[src/rtl/wei_stream_loader_pkg.sv]
// Shared definitions for the weight-stream loader: default geometry, counter
// widths and the load sequencer state encoding.
package wei_stream_loader_pkg;

   // Default geometry, kept in step with the project-wide definitions
   localparam int unsigned LD_DATA_WIDTH  = 8;
   localparam int unsigned LD_KERNEL_SIZE = 9;
   localparam int unsigned LD_IN_WIDTH    = 16;
   localparam int unsigned LD_KCNT_WIDTH  = 8;

   // Bits needed to hold a population count of a word of the given width
   function automatic int unsigned popcnt_width(input int unsigned bits);
      return int'($clog2(bits + 1));
   endfunction

   localparam int unsigned LD_WCNT_WIDTH = popcnt_width(LD_KERNEL_SIZE);

   typedef enum logic [1:0] {
      LD_IDLE = 2'd0,
      LD_FLAG = 2'd1,
      LD_DATA = 2'd2,
      LD_DONE = 2'd3
   } ld_state_e;

endpackage

[src/rtl/wei_stream_loader_popcount_kernel.sv]
// Combinational population count of a kernel-wide flag word.
module popcount_kernel #(
   parameter int unsigned WIDTH     = 9,
   parameter int unsigned CNT_WIDTH = 4
) (
   input  logic [WIDTH-1:0]     bits_i,
   output logic [CNT_WIDTH-1:0] count_o
);

   // Sum of set bits
   always_comb begin
      count_o = '0;
      for (int unsigned i = 0; i < WIDTH; i++) begin
         count_o = count_o + CNT_WIDTH'(bits_i[i]);
      end
   end

endmodule

[src/rtl/wei_stream_loader.sv]
// Weight-buffer fill stage: parses the compressed kernel stream (flag beat
// followed by one weight beat per set flag bit) into flag-RAM and weight
// write strobes.
module wei_stream_loader
   import wei_stream_loader_pkg::*;
#(
   parameter int unsigned DATA_WIDTH  = LD_DATA_WIDTH,
   parameter int unsigned KERNEL_SIZE = LD_KERNEL_SIZE,
   parameter int unsigned IN_WIDTH    = LD_IN_WIDTH,
   parameter int unsigned KCNT_WIDTH  = LD_KCNT_WIDTH
) (
   input  logic                   clk,
   input  logic                   reset,
   input  logic                   start,
   input  logic                   mode,
   input  logic [KCNT_WIDTH-1:0]  num_kernels,
   input  logic                   buf_full,
   input  logic                   in_valid,
   input  logic [IN_WIDTH-1:0]    in_data,
   output logic                   in_ready,
   output logic                   wr_req_wei_flag,
   output logic [KERNEL_SIZE-1:0] wr_data_wei_flag,
   output logic                   wr_req_wei,
   output logic [DATA_WIDTH-1:0]  wr_data_wei,
   output logic                   busy,
   output logic                   done
);

   localparam int unsigned WCNT_WIDTH = popcnt_width(KERNEL_SIZE);

   ld_state_e              state_q, state_d;
   logic                   mode_q, mode_d;
   logic [KCNT_WIDTH-1:0]  kcnt_q, kcnt_d;
   logic [WCNT_WIDTH-1:0]  wcnt_q, wcnt_d;
   logic                   flag_wr_q, flag_wr_d;
   logic [KERNEL_SIZE-1:0] flag_data_q, flag_data_d;
   logic                   wei_wr_q, wei_wr_d;
   logic [DATA_WIDTH-1:0]  wei_data_q, wei_data_d;
   logic                   busy_q, busy_d;
   logic                   done_q, done_d;

   logic                   accept_c;
   logic                   kernel_done_c;
   logic [KERNEL_SIZE-1:0] flag_c;
   logic [WCNT_WIDTH-1:0]  flag_cnt_c;
   logic                   unused_in_bits_c;

   // Upper stream bits carry no information for this stage
   assign unused_in_bits_c = ^in_data;

   // Ready must drop in the same cycle buf_full rises, so it is not registered
   assign in_ready = ((state_q == LD_FLAG) || (state_q == LD_DATA)) && !buf_full;
   assign accept_c = in_valid && in_ready;

   // Dense kernels carry every tap regardless of the flag beat contents
   assign flag_c = mode_q ? in_data[KERNEL_SIZE-1:0] : '1;

   popcount_kernel #(
      .WIDTH     (KERNEL_SIZE),
      .CNT_WIDTH (WCNT_WIDTH)
   ) u_popcount (
      .bits_i  (flag_c),
      .count_o (flag_cnt_c)
   );

   // Next-state, counters and write payloads for the load sequencer
   always_comb begin
      state_d       = state_q;
      mode_d        = mode_q;
      kcnt_d        = kcnt_q;
      wcnt_d        = wcnt_q;
      flag_wr_d     = 1'b0;
      flag_data_d   = flag_data_q;
      wei_wr_d      = 1'b0;
      wei_data_d    = wei_data_q;
      done_d        = 1'b0;
      kernel_done_c = 1'b0;

      case (state_q)
         LD_IDLE: begin
            if (start) begin
               mode_d  = mode;
               kcnt_d  = num_kernels;
               state_d = (num_kernels == '0) ? LD_DONE : LD_FLAG;
            end
         end
         LD_FLAG: begin
            if (accept_c) begin
               flag_wr_d   = 1'b1;
               flag_data_d = flag_c;
               wcnt_d      = flag_cnt_c;
               if (flag_cnt_c == '0) begin
                  kernel_done_c = 1'b1;
               end else begin
                  state_d = LD_DATA;
               end
            end
         end
         LD_DATA: begin
            if (accept_c) begin
               wei_wr_d   = 1'b1;
               wei_data_d = in_data[DATA_WIDTH-1:0];
               wcnt_d     = wcnt_q - WCNT_WIDTH'(1);
               if (wcnt_q == WCNT_WIDTH'(1)) begin
                  kernel_done_c = 1'b1;
               end
            end
         end
         LD_DONE: begin
            // A load that ended on a beat has already pulsed done; an empty
            // load pulses it here before returning to idle
            done_d = !done_q;
            if (done_q) begin
               state_d = LD_IDLE;
            end
         end
         default: begin
            state_d = LD_IDLE;
         end
      endcase

      // Kernel complete: retire it and either finish or fetch the next flag
      if (kernel_done_c) begin
         kcnt_d = kcnt_q - KCNT_WIDTH'(1);
         if (kcnt_q == KCNT_WIDTH'(1)) begin
            state_d = LD_DONE;
            done_d  = 1'b1;
         end else begin
            state_d = LD_FLAG;
         end
      end

      busy_d = (state_d != LD_IDLE);
   end

   // State and registered outputs
   always_ff @(posedge clk or negedge reset) begin
      if (!reset) begin
         state_q     <= LD_IDLE;
         mode_q      <= 1'b0;
         kcnt_q      <= '0;
         wcnt_q      <= '0;
         flag_wr_q   <= 1'b0;
         flag_data_q <= '0;
         wei_wr_q    <= 1'b0;
         wei_data_q  <= '0;
         busy_q      <= 1'b0;
         done_q      <= 1'b0;
      end else begin
         state_q     <= state_d;
         mode_q      <= mode_d;
         kcnt_q      <= kcnt_d;
         wcnt_q      <= wcnt_d;
         flag_wr_q   <= flag_wr_d;
         flag_data_q <= flag_data_d;
         wei_wr_q    <= wei_wr_d;
         wei_data_q  <= wei_data_d;
         busy_q      <= busy_d;
         done_q      <= done_d;
      end
   end

   assign wr_req_wei_flag  = flag_wr_q;
   assign wr_data_wei_flag = flag_data_q;
   assign wr_req_wei       = wei_wr_q;
   assign wr_data_wei      = wei_data_q;
   assign busy             = busy_q;
   assign done             = done_q;

endmodule
[config.mk]
export PLATFORM = sky130hd
export DESIGN_NAME = wei_stream_loader
export DESIGN_NICKNAME = d
export VERILOG_FILES = /design/src/rtl/wei_stream_loader_pkg.sv /design/src/rtl/wei_stream_loader_popcount_kernel.sv /design/src/rtl/wei_stream_loader.sv
export SDC_FILE = /design/constraint.sdc
export NUM_CORES = 1
export LEC_CHECK = 0
export ABC_AREA = 1
export ABC_CLOCK_PERIOD_IN_PS = 6200
export BUFFER_PORTS_ARGS = -buffer_cell sky130_fd_sc_hd__buf_4
export CAP_MARGIN = 20
export CORE_MARGIN = 2
export CORE_UTILIZATION = 45
export CTS_BUF_LIST = sky130_fd_sc_hd__clkbuf_2
export CTS_CLUSTER_DIAMETER = 100
export DETAILED_ROUTE_END_ITERATION = 10
export PLACE_DENSITY = 0.69
export SYNTH_ARGS = -nofsm -noshare
export SYNTH_HDL_FRONTEND = slang
export SYNTH_SLANG_ARGS = --single-unit
[constraint.sdc]
create_clock -name clk -period 6.2 [get_ports clk]
set_input_delay 0.93 -clock clk [delete_from_list [all_inputs] [get_ports clk]]
set_output_delay 0.93 -clock clk [all_outputs]
set_load 0.02 [all_outputs]
==> flow_metrics.tcl, run 1 <==
set metrics [dict create \
    grt_start_max_net_pins 37 \
    p_per_area_mw_per_mm2 533 \
    route.detailed.drc 0 \
    reg2reg_depth 19 \
    synth.avg_cell_area_um2 7.93 \
    power.leakage_uw 0.00145 \
    syn_area_mm2 0.00217 \
    cp_top_family "adder cells" \
    path_cells "buf_4 > inv_1 > nand2_1 > ha_1 > inv_1 > fa_1 > fa_1 > inv_1 > fa_1 > ha_1 > inv_1 > fa_1 > inv_1 > nand2_1 > nand2_1 > nor2_1 > nand3_2 > nand2_4 > nor2_1 > nand2_1 > nand3_1" \
    finalCritPeriodShare_pct 67.6 \
    clock-sinks 36 \
    fillers 446 \
    first_pass_iters 6 \
    cp.arrival_ns 4.54 \
    seq_area_frac_synth_pct 41.5 \
    core_area_mm2 0.00469 \
    multiInputGateArea_mm2 0.00110 \
    cap_viol_max_count 0 \
    final_common_cell "nand2_1" \
    routedWlPerCell_um 11.8 \
    hp-class "in2async" \
    pwr-share-comb_pct 59.7 \
    routed_wl_um 4410 \
    pre_cts_slack_ns 1.58 \
    yosys_warnings 0 \
    first_iter_violations 109 \
    worst-path-max-fanout 8 \
    r2r-start "mode_q" \
    critPathMostFrequentCell "inv_1" \
    ys_seq_elements 36 \
    yosysUniqueCellTypes 29 \
    tns_ns 0 \
    worst_r2r_endpoint "kcnt_q[7]" \
    cts_setup_buffers 0 \
    io-pin-count 52 \
    root_buffer "clkbuf_2" \
    ir_drop_mv 0.216 \
    worstMarginPinSlew_ns 0.453 \
    antenna_left 0 \
    nNetsFinal 369 \
    fmax_mhz 238 \
    antenna_cells 0 \
    drive_above_1_share_pct 19.9 \
    max-clock-path-buffers 2 \
    max_slew_margin_pct 69.8 \
    grt_pass1_wl_um 7720 \
    rows 25 \
    grt_use_total_pct 18.3 \
    path_clk_slew_ns 0.20 \
    syn_inst 274 \
    cp-end-kind "register" \
    setup_slack_ns 2.01 \
    seq_power_share_pct 29.4 \
    path_buf_inv 6 \
    setup-violations-final 0 \
    final_max_slew_viol_count 0 \
    gp_congestion 0.878 \
    die_y_um 73.5 \
    dp_hpwl_um 3430 \
    fin_util_pct 55.6 \
    cts-htree-levels 2 \
    switching_power_uw 655 \
    rsz0062_at_grt "no" \
    critPathRequiredTime_ns 6.54 \
    ctsHoldBuffers 0 \
    viasPerCell 4.77 \
    hold_viol_final 0 \
    die-area_mm2 0.00540 \
    antenna_found_initial 0 \
    cp_slowest_cell "fa_1" \
    critPathMaxStageDelay_ns 0.49 \
    syn_nets 323 \
    numCtsBuffers 5 \
    clock_latency_ns 0.39 \
    start_util_pct 46.3 \
    cts_tree "done" \
    grt_overflow 0 \
    final_cell_mix "92 x nand2_1, 44 x buf_4, 36 x dfrtp_1" \
    period_minus_slack_ns 4.19 \
    port_buffers 44 \
    finalClockSkew_ns 0.0147 \
    via_count 1787 \
    post_cts_resized 0 \
    critPathKind "in2reg" \
    worstSetupStartpointType "primary input" \
    regArea_um2 901 \
    outcome "finished, final reports clean" \
    grt_pass1_vias 1719 \
    p_int_uw 737 \
    die_w_um 73.5 \
    swShare_pct 47.1 \
    power.clock.fraction_pct 10.9 \
    syn2layout_area_growth_pct 20.0 \
    rrSetupSlack_ns 2.22 \
]
## power by group through the flow
| stage | combinational (µW) | clock (µW) | sequential (µW) |
|---|---|---|---|
| after floorplan | 558 | 0 | 470 |
| final | 830 | 152 | 409 |
| after global routing | 979 | 164 | 426 |
| after CTS | 844 | 154 | 409 |
| after global placement | 822 | 0 | 412 |
| after detailed placement | 840 | 0 | 415 |
## routing by layer
layer  up-vias  global-route usage, %  routed length, µm
li1        943                      -                  -
met2        36                   28.2               1980
met1       802                   25.7               2180
met4         0                   5.66                 59
met5         -                      0                  0
met3         6                   4.25                188
## worst register-to-register path, cell delays in order (launching register included)
cell and delay [ns]:
dfrtp_1 0.47, nand2_1 0.11, ha_1 0.29, inv_1 0.08, fa_1 0.43, fa_1 0.49, inv_1 0.05, fa_1 0.47
ha_1 0.14, inv_1 0.06, fa_1 0.37, inv_1 0.06, nand2_1 0.05, nand2_1 0.07, nor2_1 0.06, nand3_2 0.09
nand2_4 0.09, nor2_1 0.37, nand2_1 0.10, nand3_1 0.10
## synth_stat cells
cell	count	area share [%]
nand2_1	92	16
dfrtp_1	36	41
inv_1	34	5.9
nor2_1	27	4.7
o21ai_0	19	4.4
ha_1	14	8.1
nand3_1	11	2.5
fa_1	5	4.6
o21ai_1	5	1.2
clkbuf_1	3	0.52
nand4_1	3	0.86
xnor2_1	3	1.2
xor2_1	3	1.2
inv_2	2	0.35
nand3_2	2	0.92
or2_2	2	0.58
a22oi_1	1	0.35
a31oi_1	1	0.29
and3_1	1	0.29
buf_4	1	0.35
buf_6	1	0.52
inv_4	1	0.29
nand2_2	1	0.29
nand2_4	1	0.52
nand3_4	1	0.81
nor2_4	1	0.52
nor2_8	1	0.92
nor4_1	1	0.29
o211ai_1	1	0.35
## how the worst max path moves through the flow
stage	start	slack, ns	to	cells after the start
after detailed placement	in_data[0]	1.58	kcnt_q[7]	21
after CTS	in_data[0]	1.99	kcnt_q[7]	21
after global placement	in_data[0]	1.61	kcnt_q[3]	19
after global routing	in_data[0]	1.74	kcnt_q[7]	21
final	in_data[0]	2.01	kcnt_q[7]	21
after floorplan	in_data[0]	1.88	kcnt_q[2]	19
## metrics by stage
step                cell area [µm²]  instances  power, µW  hold slack [ns]
floorplan                      2170        274       1030            0.471
global placement               2540        367       1230            0.456
detailed placement             2540        367       1260            0.460
CTS                            2610        375       1410            0.459
global route                   2610        375       1570            0.454
finish                         2610        375       1390            0.452
## cell type report
type | instances | share of cell area (%)
timing repair buffer | 44 | 12.7
inverter | 37 | 5.42
clock inverter | 3 | 1.63
tap | 54 | 2.59
sequential | 36 | 34.5
clock buffer | 5 | 0.959
multi-input combinational | 196 | 42.2
## cell families (layout without fill, tap and decap cells)
| family | count (synthesis) | after routing | share of synthesized area [%] |
|---|---|---|---|
| buffers and inverters | 42 | 89 | 7.89 |
| AO/OA/AOI/OAI | 27 | 27 | 6.51 |
| flip-flops | 36 | 36 | 41.5 |
| adder cells (fa/ha/maj) | 19 | 19 | 12.7 |
| AND/OR/NAND/NOR | 144 | 144 | 29.1 |
| XOR/XNOR | 6 | 6 | 2.42 |
## sequential cells by signal (all words and copies together) (netlist names)
signal            count
wr_data_wei_flag      9
kcnt_q                8
wr_data_wei           8
wcnt_q                4
state_q               2
busy                  1
done                  1
mode_q                1
wr_req_wei            1
wr_req_wei_flag       1
(Power assumes the default switching activity.)
==> run 2: changes to the inputs <==
Settings changed: ABC_AREA 1 to 0, ABC_CLOCK_PERIOD_IN_PS 6200 to 3400, PLACE_DENSITY 0.69 to 0.71.
Clock period 6.2 ns to 3.4 ns, I/O delays scaled along.
==> run 2 against run 1 <==
Final cell count shrank 5.9%. Count of clock-buffer cells in the layout grew 1. The flow now finishes with violations (negative setup slack). Non-clock buffer count grew 18. Critical path depth shrank 7. Clock skew shrank 0.012 ns. Die area grew 4.1%. Largest cell class unchanged. Clock power grew 21%. Worst hold slack lost 0.37 ns. Sequential share of layout area shrank 3.9 points. Via count grew 5.1%.
==> flow_metrics.tcl, run 2 <==
set metrics [dict create \
    yosysTopAreaCell "dfrtp_1" \
    failed_checks "negative setup slack" \
    outcome "finished, violations left" \
    fmax_mhz 249 \
    max-clock-path-buffers 2 \
    cp.arrival_ns 4.30 \
    worst-path-max-fanout 6 \
    routed_wl_um 5180 \
    period_minus_slack_ns 4.02 \
    critPathKind "reg2reg" \
    route.detailed.drc 0 \
    gp_congestion 0.827 \
    cap_viol_max_count 0 \
    antenna_cells 0 \
    clock-sinks 36 \
    power_uw 3570 \
    finalClockSkew_ns 0.00297 \
    first_pass_iters 5 \
    tns_ns -7.69 \
    die_w_um 75.0 \
    largest_reg_flops 9 \
    syn_area_mm2 0.00227 \
    synth_top_area_share_pct 39.7 \
    synth_common_cells "36 x dfrtp_1, 18 x nand2_1, 17 x inv_1" \
    ir_drop_mv 0.641 \
    syn2layout_area_growth_pct 29.9 \
    via_count 1879 \
    final_max_slew_viol_count 0 \
    ys_top_cells_by_area "dfrtp_1 40%, ha_1 7.7%, mux2_2 7.5%" \
    hp-class "in2async" \
    grt_use_total_pct 20.3 \
    finalCritPeriodShare_pct 118 \
    r2r-start "mode_q" \
    first_iter_violations 200 \
    cts_tree "done" \
    synthArstFlopShare_pct 100 \
    core_area_mm2 0.00479 \
    p_per_area_mw_per_mm2 1210 \
    synth.most_common_cell "dfrtp_1" \
    port_buffers 44 \
    synth.avg_cell_area_um2 10.1 \
    startpoint "mode_q" \
    grt_overflow 0 \
    ys_seq_elements 36 \
    final_cell_mix "59 x buf_4, 35 x dfrtp_1, 18 x nand2_1" \
    worst-path-stages 14 \
    seq_area_frac_synth_pct 39.7 \
    numCtsBuffers 5 \
    yosys_warnings 0 \
    io-pin-count 52 \
    critPathMostFrequentCell "fa_1" \
    hold_viol_final 0 \
    path_buf_inv 3 \
    yosysUniqueCellTypes 52 \
    antenna_found_initial 0 \
    root_buffer "clkbuf_2" \
    dp_hpwl_um 3820 \
    path_cells "nand2b_4 > ha_4 > inv_2 > fa_1 > fa_1 > inv_1 > fa_1 > ha_2 > inv_2 > fa_2 > nor2b_4 > a31oi_4 > or4_1 > o2111ai_1" \
    grt_pass1_wl_um 8730 \
    worstMarginPinSlew_ns 0.690 \
    cp-end-kind "register" \
    critPathMaxStageDelay_ns 0.53 \
    rsz0062_at_grt "yes" \
    pre_cts_slack_ns -0.857 \
    synth_flop_cell "dfrtp_1" \
    routedWlPerCell_um 14.7 \
    synth_edf_count 0 \
    cp_top_family "adder cells" \
    setup-violations-final 15 \
    final_common_cell "buf_4" \
    cts-htree-levels 2 \
    grt_pass1_vias 1814 \
    setup_slack_ns -0.617 \
    viasPerCell 5.32 \
    cp_slowest_cell "fa_2" \
    start_util_pct 47.4 \
    syn_inst 225 \
    hold_ws_ns 0.0777 \
    rows 25 \
    clock_latency_ns 0.35 \
    syn_nets 274 \
    die-area_mm2 0.00562 \
    grt_start_max_net_pins 37 \
    critPathRequiredTime_ns 3.69 \
    antenna_left 0 \
    fin_util_pct 61.5 \
    fillers 429 \
    nNetsFinal 335 \
    reg2reg_depth 14 \
    die_y_um 75.0 \
    max_slew_margin_pct 53.9 \
    drive_above_1_share_pct 37.8 \
    power.leakage_uw 0.00137 \
    worstSetupStartpointType "register" \
    path_clk_slew_ns 0.17 \
]
[run 2: changes by cell type in the layout (fill, tap and decap cells not counted), moves of 5 or more]
cell     change
nand2_1     -74
inv_1       -19
nor2_1      -16
buf_4       +15
mux2_2      +15
mux2i_1     +10
nor2b_1      +9
o21ai_0      -7
nor3_1       +6
a21oi_1      +5
o21ai_1      -5
[run 2: layout make-up]
class,count,area [µm²],share of cell area [%]
multi-input cells,163,1380,46.8
clock inverters,1,5.00,0.170
clock buffers,6,30.0,1.02
repair buffers,62,477,16.2
inverters,18,67.6,2.29
flip-flops and latches,36,902,30.6
well taps,67,83.8,2.85
[run 2: timing repair]
| action | in CTS | in global routing |
|---|---|---|
| setup endpoints to repair | 15 | 15 |
| hold buffers | 0 | 0 |
| buffers inserted | 3 | 2 |
| gates resized for setup | 5 | 6 |
| pin swaps | 4 | 4 |
[run 2: per-stage QoR]
stage	instance area, µm²	instances
final	2940	353
after global routing	2940	353
after CTS	2900	352
after detailed placement	2830	342
after global placement	2830	342
after floorplan	2350	225
[run 2: worst register-to-register path: stages (launching register included)]
cell and delay [ns]:
dfrtp_2 0.49, nand2b_4 0.09, ha_4 0.26, inv_2 0.03, fa_1 0.45, fa_1 0.52
inv_1 0.05, fa_1 0.48, ha_2 0.18, inv_2 0.04, fa_2 0.53, nor2b_4 0.21
a31oi_4 0.12, or4_1 0.42, o2111ai_1 0.08
[run 2: kinds of logic (layout without fill, tap and decap cells)]
group	count (synthesis)	count (layout)	share of synthesized area [%]
xor+xnor	4	4	1.55
buf+inv	26	87	4.47
fa+ha+maj	19	19	12.1
flops	36	36	39.7
mux	26	26	12.5
compound gates	37	37	10.9
simple gates	77	77	18.7
[run 2: power by group]
group / internal (µW) / leakage, µW / switching (µW)
Combinational: 1350 / 0.000913 / 1260
Sequential: 613 / 0.000432 / 154
Clock: 49.3 / 0.0000288 / 135
[run 2: path summary, 6_finish.rpt]
path	end	slack [ns]
max	kcnt_q[4]	-0.62
min	wr_data_wei[1]	0.08
max reg2reg	kcnt_q[4]	-0.62
min reg2reg	wr_data_wei_flag[6]	0.51
max in group asynchronous	mode_q	2.97
min in group clk	mode_q	0.34
[run 2: metal layers]
layer	routed length, µm	vias up	global-route usage [%]
met5	0	-	0
met4	27	0	4.56
met3	202	2	4.42
met2	2520	45	31.3
met1	2420	914	29.5
li1	-	918	-
